## src/rtl/osd_blend.sv

```systemverilog
`default_nettype none
// ============================================================================
//  Module      : osd_blend
//  Description : Alpha-blends a CLUT-coded on-screen-display layer over a
//                YUV video stream. Three-stage pipeline: S1 registers inputs
//                and reads the CLUT, S2 forms products, S3 sums, rounds and
//                registers outputs. Syncs and pixel_en are delayed unchanged.
//  Revision    : 1.0 - initial release
// ============================================================================
module osd_blend #(
    parameter int CLUT_DEPTH = 16
) (
    input  logic        clk,
    input  logic        rst,
    input  logic [7:0]  y_in,
    input  logic [7:0]  u_in,
    input  logic [7:0]  v_in,
    input  logic [7:0]  osd_in,
    input  logic        h_sync_in,
    input  logic        v_sync_in,
    input  logic        pixel_en_in,
    input  logic        osd_enable,
    input  logic        clut_wr_en,
    input  logic [3:0]  clut_wr_addr,
    input  logic [28:0] clut_wr_dat,
    output logic [7:0]  y_out,
    output logic [7:0]  u_out,
    output logic [7:0]  v_out,
    output logic        h_sync_out,
    output logic        v_sync_out,
    output logic        pixel_en_out
);

    // Pixel/sync pipeline depth; fixed by the stage structure below.
    localparam int       LATENCY    = 3;
    localparam logic [7:0] c_BLACK_Y  = 8'd16;
    localparam logic [7:0] c_BLACK_C  = 8'd128;
    localparam logic [4:0] c_ALPHA_MAX = 5'd16;

    logic [28:0] r_clut [CLUT_DEPTH];
    logic        r_vs_prev;
    logic        r_osd_active;

    // S1 registers
    logic [7:0]  r_s1_py, r_s1_pu, r_s1_pv;
    logic [7:0]  r_s1_cy, r_s1_cu, r_s1_cv;
    logic [4:0]  r_s1_a;

    // S2 registers: overlay and video products per component
    logic [12:0] r_s2_cy, r_s2_cu, r_s2_cv;
    logic [12:0] r_s2_py, r_s2_pu, r_s2_pv;

    // Sync/active-video delay line, packed as {h_sync, v_sync, pixel_en}
    logic [2:0]  r_sync [LATENCY];

    logic [7:0]  r_y_out, r_u_out, r_v_out;

    logic [3:0]  w_idx;
    logic [28:0] w_entry;
    logic        w_blend;
    logic [4:0]  w_alpha;
    logic [4:0]  w_inv_a;

    // S1 CLUT read and blend decision; entry 0 is always transparent.
    always_comb begin
        w_idx   = osd_in[3:0];
        w_entry = r_clut[w_idx];
        w_blend = r_osd_active && (osd_in != 8'd0) && pixel_en_in && (w_idx != 4'd0);
        w_alpha = (w_entry[28:24] > c_ALPHA_MAX) ? c_ALPHA_MAX : w_entry[28:24];
        if (!w_blend) begin
            w_alpha = 5'd0;
        end
        w_inv_a = c_ALPHA_MAX - r_s1_a;
    end

    // CLUT storage: one write per clock; the S1 read sees the pre-write value.
    always_ff @(posedge clk) begin
        if (rst) begin
            for (int i = 0; i < CLUT_DEPTH; i++) begin
                r_clut[i] <= '0;
            end
        end else if (clut_wr_en) begin
            r_clut[clut_wr_addr] <= clut_wr_dat;
        end
    end

    // Overlay enable is latched only on a v_sync rising edge.
    always_ff @(posedge clk) begin
        if (rst) begin
            r_vs_prev    <= 1'b0;
            r_osd_active <= 1'b0;
        end else begin
            r_vs_prev <= v_sync_in;
            if (v_sync_in && !r_vs_prev) begin
                r_osd_active <= osd_enable;
            end
        end
    end

    // S1: capture pixel, CLUT colour and effective alpha (0 when not blending).
    always_ff @(posedge clk) begin
        if (rst) begin
            r_s1_py <= '0; r_s1_pu <= '0; r_s1_pv <= '0;
            r_s1_cy <= '0; r_s1_cu <= '0; r_s1_cv <= '0;
            r_s1_a  <= '0;
        end else begin
            r_s1_py <= y_in;
            r_s1_pu <= u_in;
            r_s1_pv <= v_in;
            r_s1_cy <= w_entry[23:16];
            r_s1_cu <= w_entry[15:8];
            r_s1_cv <= w_entry[7:0];
            r_s1_a  <= w_alpha;
        end
    end

    // S2: weighted products; an alpha of 0 leaves the video pixel untouched.
    always_ff @(posedge clk) begin
        if (rst) begin
            r_s2_cy <= '0; r_s2_cu <= '0; r_s2_cv <= '0;
            r_s2_py <= '0; r_s2_pu <= '0; r_s2_pv <= '0;
        end else begin
            r_s2_cy <= 13'(r_s1_cy) * 13'(r_s1_a);
            r_s2_cu <= 13'(r_s1_cu) * 13'(r_s1_a);
            r_s2_cv <= 13'(r_s1_cv) * 13'(r_s1_a);
            r_s2_py <= 13'(r_s1_py) * 13'(w_inv_a);
            r_s2_pu <= 13'(r_s1_pu) * 13'(w_inv_a);
            r_s2_pv <= 13'(r_s1_pv) * 13'(w_inv_a);
        end
    end

    // S3: round and divide by 16 (max 4088, so no saturation); black when inactive.
    always_ff @(posedge clk) begin
        if (rst) begin
            r_y_out <= c_BLACK_Y;
            r_u_out <= c_BLACK_C;
            r_v_out <= c_BLACK_C;
        end else if (!r_sync[LATENCY-2][0]) begin
            r_y_out <= c_BLACK_Y;
            r_u_out <= c_BLACK_C;
            r_v_out <= c_BLACK_C;
        end else begin
            r_y_out <= 8'((r_s2_cy + r_s2_py + 13'd8) >> 4);
            r_u_out <= 8'((r_s2_cu + r_s2_pu + 13'd8) >> 4);
            r_v_out <= 8'((r_s2_cv + r_s2_pv + 13'd8) >> 4);
        end
    end

    // Sync and active-video delay line matching the pixel pipeline depth.
    always_ff @(posedge clk) begin
        if (rst) begin
            for (int i = 0; i < LATENCY; i++) begin
                r_sync[i] <= 3'b000;
            end
        end else begin
            r_sync[0] <= {h_sync_in, v_sync_in, pixel_en_in};
            for (int i = 1; i < LATENCY; i++) begin
                r_sync[i] <= r_sync[i-1];
            end
        end
    end

    assign y_out        = r_y_out;
    assign u_out        = r_u_out;
    assign v_out        = r_v_out;
    assign h_sync_out   = r_sync[LATENCY-1][2];
    assign v_sync_out   = r_sync[LATENCY-1][1];
    assign pixel_en_out = r_sync[LATENCY-1][0];

endmodule
`default_nettype wire

```

## config.mk

```make
export PLATFORM = sky130hd
export DESIGN_NAME = osd_blend
export DESIGN_NICKNAME = d
export VERILOG_FILES = /design/src/rtl/osd_blend.sv
export SDC_FILE = /design/constraint.sdc
export NUM_CORES = 1
export LEC_CHECK = 0
export ABC_AREA = 1
export BUFFER_PORTS_ARGS = -buffer_cell sky130_fd_sc_hd__buf_4
export CORE_MARGIN = 2
export CORE_UTILIZATION = 55
export DETAILED_ROUTE_END_ITERATION = 16
export PLACE_DENSITY = 0.68
export SLEW_MARGIN = 20
export SYNTH_ARGS = -nofsm -noshare
export SYNTH_HDL_FRONTEND = slang
export SYNTH_SLANG_ARGS = --single-unit
```

## constraint.sdc

```tcl
create_clock -name clk -period 12.7 [get_ports clk]
set_input_delay 2.54 -clock clk [delete_from_list [all_inputs] [get_ports clk]]
set_output_delay 2.54 -clock clk [all_outputs]
set_load 0.01 [all_outputs]
```

==> flow_summary_export.csv <==
group,metric,value,unit
outcome,status,"complete, no violations",
clock_network,cts_sinks,623,
floorplanning,start_util,55.3,%
logic_synthesis,ys_seq_area_share,51.6,%
logic_synthesis,ys_ff_latch,623,
setup_path,worst-path-max-fanout,48,
clock_network,hold_buffers,0,
power,p_seq_share,50.2,%
floorplanning,core-area,60000,um2
clock_network,cts_tree,"built",
power,p_per_area,127,nW/um2
setup_path,start_kind,"flip-flop",
setup_path,regToRegSetupSlack,7.18,ns
clock_network,cts_root_buf,"clkbuf_16",
logic_synthesis,ys_types,42,
final_layout,final_cell_mix,"813 x nor2_1, 506 x nand2_1, 473 x inv_1",
timing,skew,0.0293,ns
logic_synthesis,synth_compound_area_share,9.77,%
routing,vias,24826,
global_route,antenna_found_initial,2,
power,p_leak,0.0164,uW
final_layout,final_common_cell,"nor2_1",
clock_network,cts_resized,0,
floorplanning,rows,90,
power,vdd_drop_max,0.151,mV
routing,wl,84.8,mm
global_route,grt_usage,27.5,%
routing,firstDrtPassIters,8,
logic_synthesis,synth_edf_count,464,
final_layout,antenna_cells,0,
routing,vias_per_cell,5.56,
global_route,grt_pass1_wl,132,mm
logic_synthesis,synth_warnings,0,
logic_synthesis,yosys.area_share.simple,17.0,%
setup_path,crit_path_end_kind,"flip-flop",
logic_synthesis,async_flop_share,0,%
clock_network,post-cts-setup-buffer-count,0,
timing,whs,0.408,ns
power,p_sw_share,24.3,%
setup_path,critPathArrivalTime,6.01,ns
setup_path,ff2ff_path_depth,18,
timing,finalMaxSlewViolations,0,
flow_run,maxCapViolations,0,
power,clkPwrFrac,42.1,%
placed_design,gp_congestion,0.851,
timing,finalSetupTns,0,ns
logic_synthesis,synth.net_count,3983,
final_layout,layout-drive-gt1-share,6.81,%
power,p_int,3520,uW
setup_path,r2r-end,"r_s2_py[9]$_SDFF_PP0_",
clock_network,htree_levels,3,
timing,fmax,181,MHz
floorplanning,design.die.area,62300,um2
routing,wl_per_cell,19.0,um
timing,setup_viol,0,
logic_synthesis,synth_mux_area_share,0,%
timing,fin_crit_sh,43.4,%
worst_hold_path,hold_path.class,"flip-flop to flip-flop",
logic_synthesis,synthAdderAreaFrac,12.9,%
final_layout,syn2layout_area_growth,10.1,%
timing,tightest_slew,1.08,ns
logic_synthesis,syn_area,33200,um2
global_route,grt_pass1_vias,23856,
logic_synthesis,synth_ff_type,"edfxtp_1",
power,combPwrFrac,7.7,%
routing,drc_errors,0,
clock_network,path_clk_slew,0.06,ns
timing,hold_viol,0,
floorplanning,die_y,250,um
floorplanning,ios,99,
clock_network,clk_path_buf_depth,3,
timing,maxSlewHeadroom,27.7,%
setup_path,critPathCapture,"r_s2_py[9]$_SDFF_PP0_",
timing,period_minus_slack,5.52,ns
logic_synthesis,avgSynthCellArea,9.14,um2
logic_synthesis,synth-xor-area-share,0.660,%
clock_network,numCtsBuffers,68,
placed_design,io_buffer_count,94,
setup_path,critical_path_required,13.20,ns
setup_path,rr_startpoint,"r_s1_a[0]$_SDFF_PP0_",
clock_network,insertion_delay,0.63,ns
logic_synthesis,synth_top_family_by_area,"simple AND/OR/NAND/NOR gates",
placed_design,place.detailed.hpwl,51.9,mm
setup_path,startpoint,"r_s1_a[0]$_SDFF_PP0_",
logic_synthesis,synthesis.instances,3631,
timing,rsz0062_at_grt,"no",
global_route,overflow,0,
final_layout,fin_util,60.9,%
routing,ant_nets,0,
global_route,grt_max_degree,95,
routing,drt_iter0_drc,2429,
final_layout,nets,3989,
floorplanning,die_x,250,um
setup_path,critical_path_class,"flip-flop to flip-flop",
power,switchingPower,1130,uW
==> power by group through the flow <==
| stage | Clock (uW) | Sequential, uW | Combinational, uW |
|---|---|---|---|
| 2_1_floorplan | 0 | 2360 | 232 |
| 3_3_place_gp | 0 | 2370 | 349 |
| 3_5_place_dp | 0 | 2370 | 354 |
| 4_1_cts | 1970 | 2330 | 356 |
| 5_1_grt | 2050 | 2340 | 395 |
| 6_report | 1950 | 2330 | 358 |
==> area by class of cell <==
cell class	instances	area, um2
clock buffers	94	1910
multi-input cells	2321	13400
fillers	5120	23500
repair buffers	145	1090
flip-flops and latches	623	17100
inverters	478	1800
clock inverters	26	277
well taps	782	978
==> stage by stage <==
step,cell area [um2],std cells,worst slack [ns],power (uW)
5_1_grt,36500,4469,6.67,4780
4_1_cts,36500,4469,7.18,4660
6_report,36500,4469,7.18,4640
2_1_floorplan,33200,3631,7.99,2590
3_3_place_gp,34400,4349,6.74,2720
3_5_place_dp,34400,4349,6.75,2730
==> synthesized netlist by cell type (2+ instances only) <==
| master | n | area [um2] |
|---|---|---|
| nor3_1 | 11 | 55.1 |
| nor3b_1 | 2 | 15.0 |
| buf_4 | 10 | 75.1 |
| nor2_1 | 815 | 3060 |
| inv_1 | 473 | 1780 |
| o211ai_1 | 16 | 120 |
| o21ai_1 | 21 | 105 |
| o21a_1 | 16 | 120 |
| a21boi_0 | 3 | 22.5 |
| nand3_1 | 92 | 460 |
| a31oi_1 | 25 | 156 |
| nor2_2 | 2 | 12.5 |
| clkbuf_1 | 156 | 586 |
| xor2_1 | 14 | 123 |
| inv_2 | 3 | 11.3 |
| o21ai_0 | 241 | 1210 |
| and2_1 | 2 | 12.5 |
| a21oi_1 | 124 | 621 |
| edfxtp_1 | 464 | 13900 |
| o22ai_1 | 62 | 388 |
| a211oi_1 | 2 | 15.0 |
| o21bai_1 | 12 | 90.1 |
| buf_2 | 27 | 135 |
| nand2_1 | 506 | 1900 |
| fa_1 | 102 | 2040 |
| nand4_1 | 13 | 81.3 |
| buf_1 | 8 | 30.0 |
| o221ai_1 | 36 | 315 |
| a221oi_1 | 3 | 26.3 |
| buf_6 | 7 | 78.8 |
| o2111ai_1 | 3 | 26.3 |
| a21o_1 | 4 | 30.0 |
| dfxtp_1 | 159 | 3180 |
| ha_1 | 178 | 2230 |
| xnor2_1 | 11 | 96.3 |
| and3_1 | 2 | 12.5 |
==> metal layers <==
metal  vias to the layer above  global-route usage (%)  wire, um
met4                         2                    9.21      2550
met3                       161                    4.47      6630
met5                         -                       0        13
met2                       960                    46.7     41200
li1                      11861                       -         -
met1                     11842                    36.0     34500
==> flip-flops by register name, summed over array words and instances, names as in the netlist, 9 cells and up <==
name / count
r_clut: 464
r_s2_cu: 12
r_s2_cv: 12
r_s2_cy: 12
r_s2_pu: 12
r_s2_pv: 12
r_s2_py: 12
r_sync: 9
==> worst max-delay path: stages (launching register included) <==
cell and delay, ns:
dfxtp_2 1.00, inv_1 0.11, ha_1 0.28, nand4_1 0.10, and2_1 0.56, inv_1 0.44
nor2_1 0.22, fa_1 0.45, fa_1 0.49, inv_1 0.05, fa_1 0.47, inv_1 0.04
ha_1 0.33, a21oi_1 0.16, o21ai_0 0.12, a21oi_1 0.25, o21bai_1 0.13, o21ai_0 0.15
a21oi_1 0.06
==> logic make-up (layout without fill, tap and decap cells) <==
family / after synthesis / after routing
buffers and inverters: 687 / 743
adders and majority gates: 280 / 280
AOI/OAI and AO/OA: 568 / 568
xor gates and xnor gates: 25 / 25
and+or+nand+nor: 1448 / 1448
DFF: 623 / 623
==> worst min path at each step <==
stage                                          to  cells past startpoint                    start  slack (ns)
after floorplan           r_sync[0][3]$_SDFF_PP0_                      2  r_sync[0][0]$_SDFF_PP0_        0.39
after global placement    r_sync[0][8]$_SDFF_PP0_                      2  r_sync[0][5]$_SDFF_PP0_        0.40
after detailed placement  r_sync[0][5]$_SDFF_PP0_                      2  r_sync[0][2]$_SDFF_PP0_        0.40
after CTS                 r_sync[0][7]$_SDFF_PP0_                      2  r_sync[0][4]$_SDFF_PP0_        0.41
after global routing      r_sync[0][7]$_SDFF_PP0_                      2  r_sync[0][4]$_SDFF_PP0_        0.43
final                     r_sync[0][7]$_SDFF_PP0_                      2  r_sync[0][4]$_SDFF_PP0_        0.41
Power figures use the tool's default switching activity.
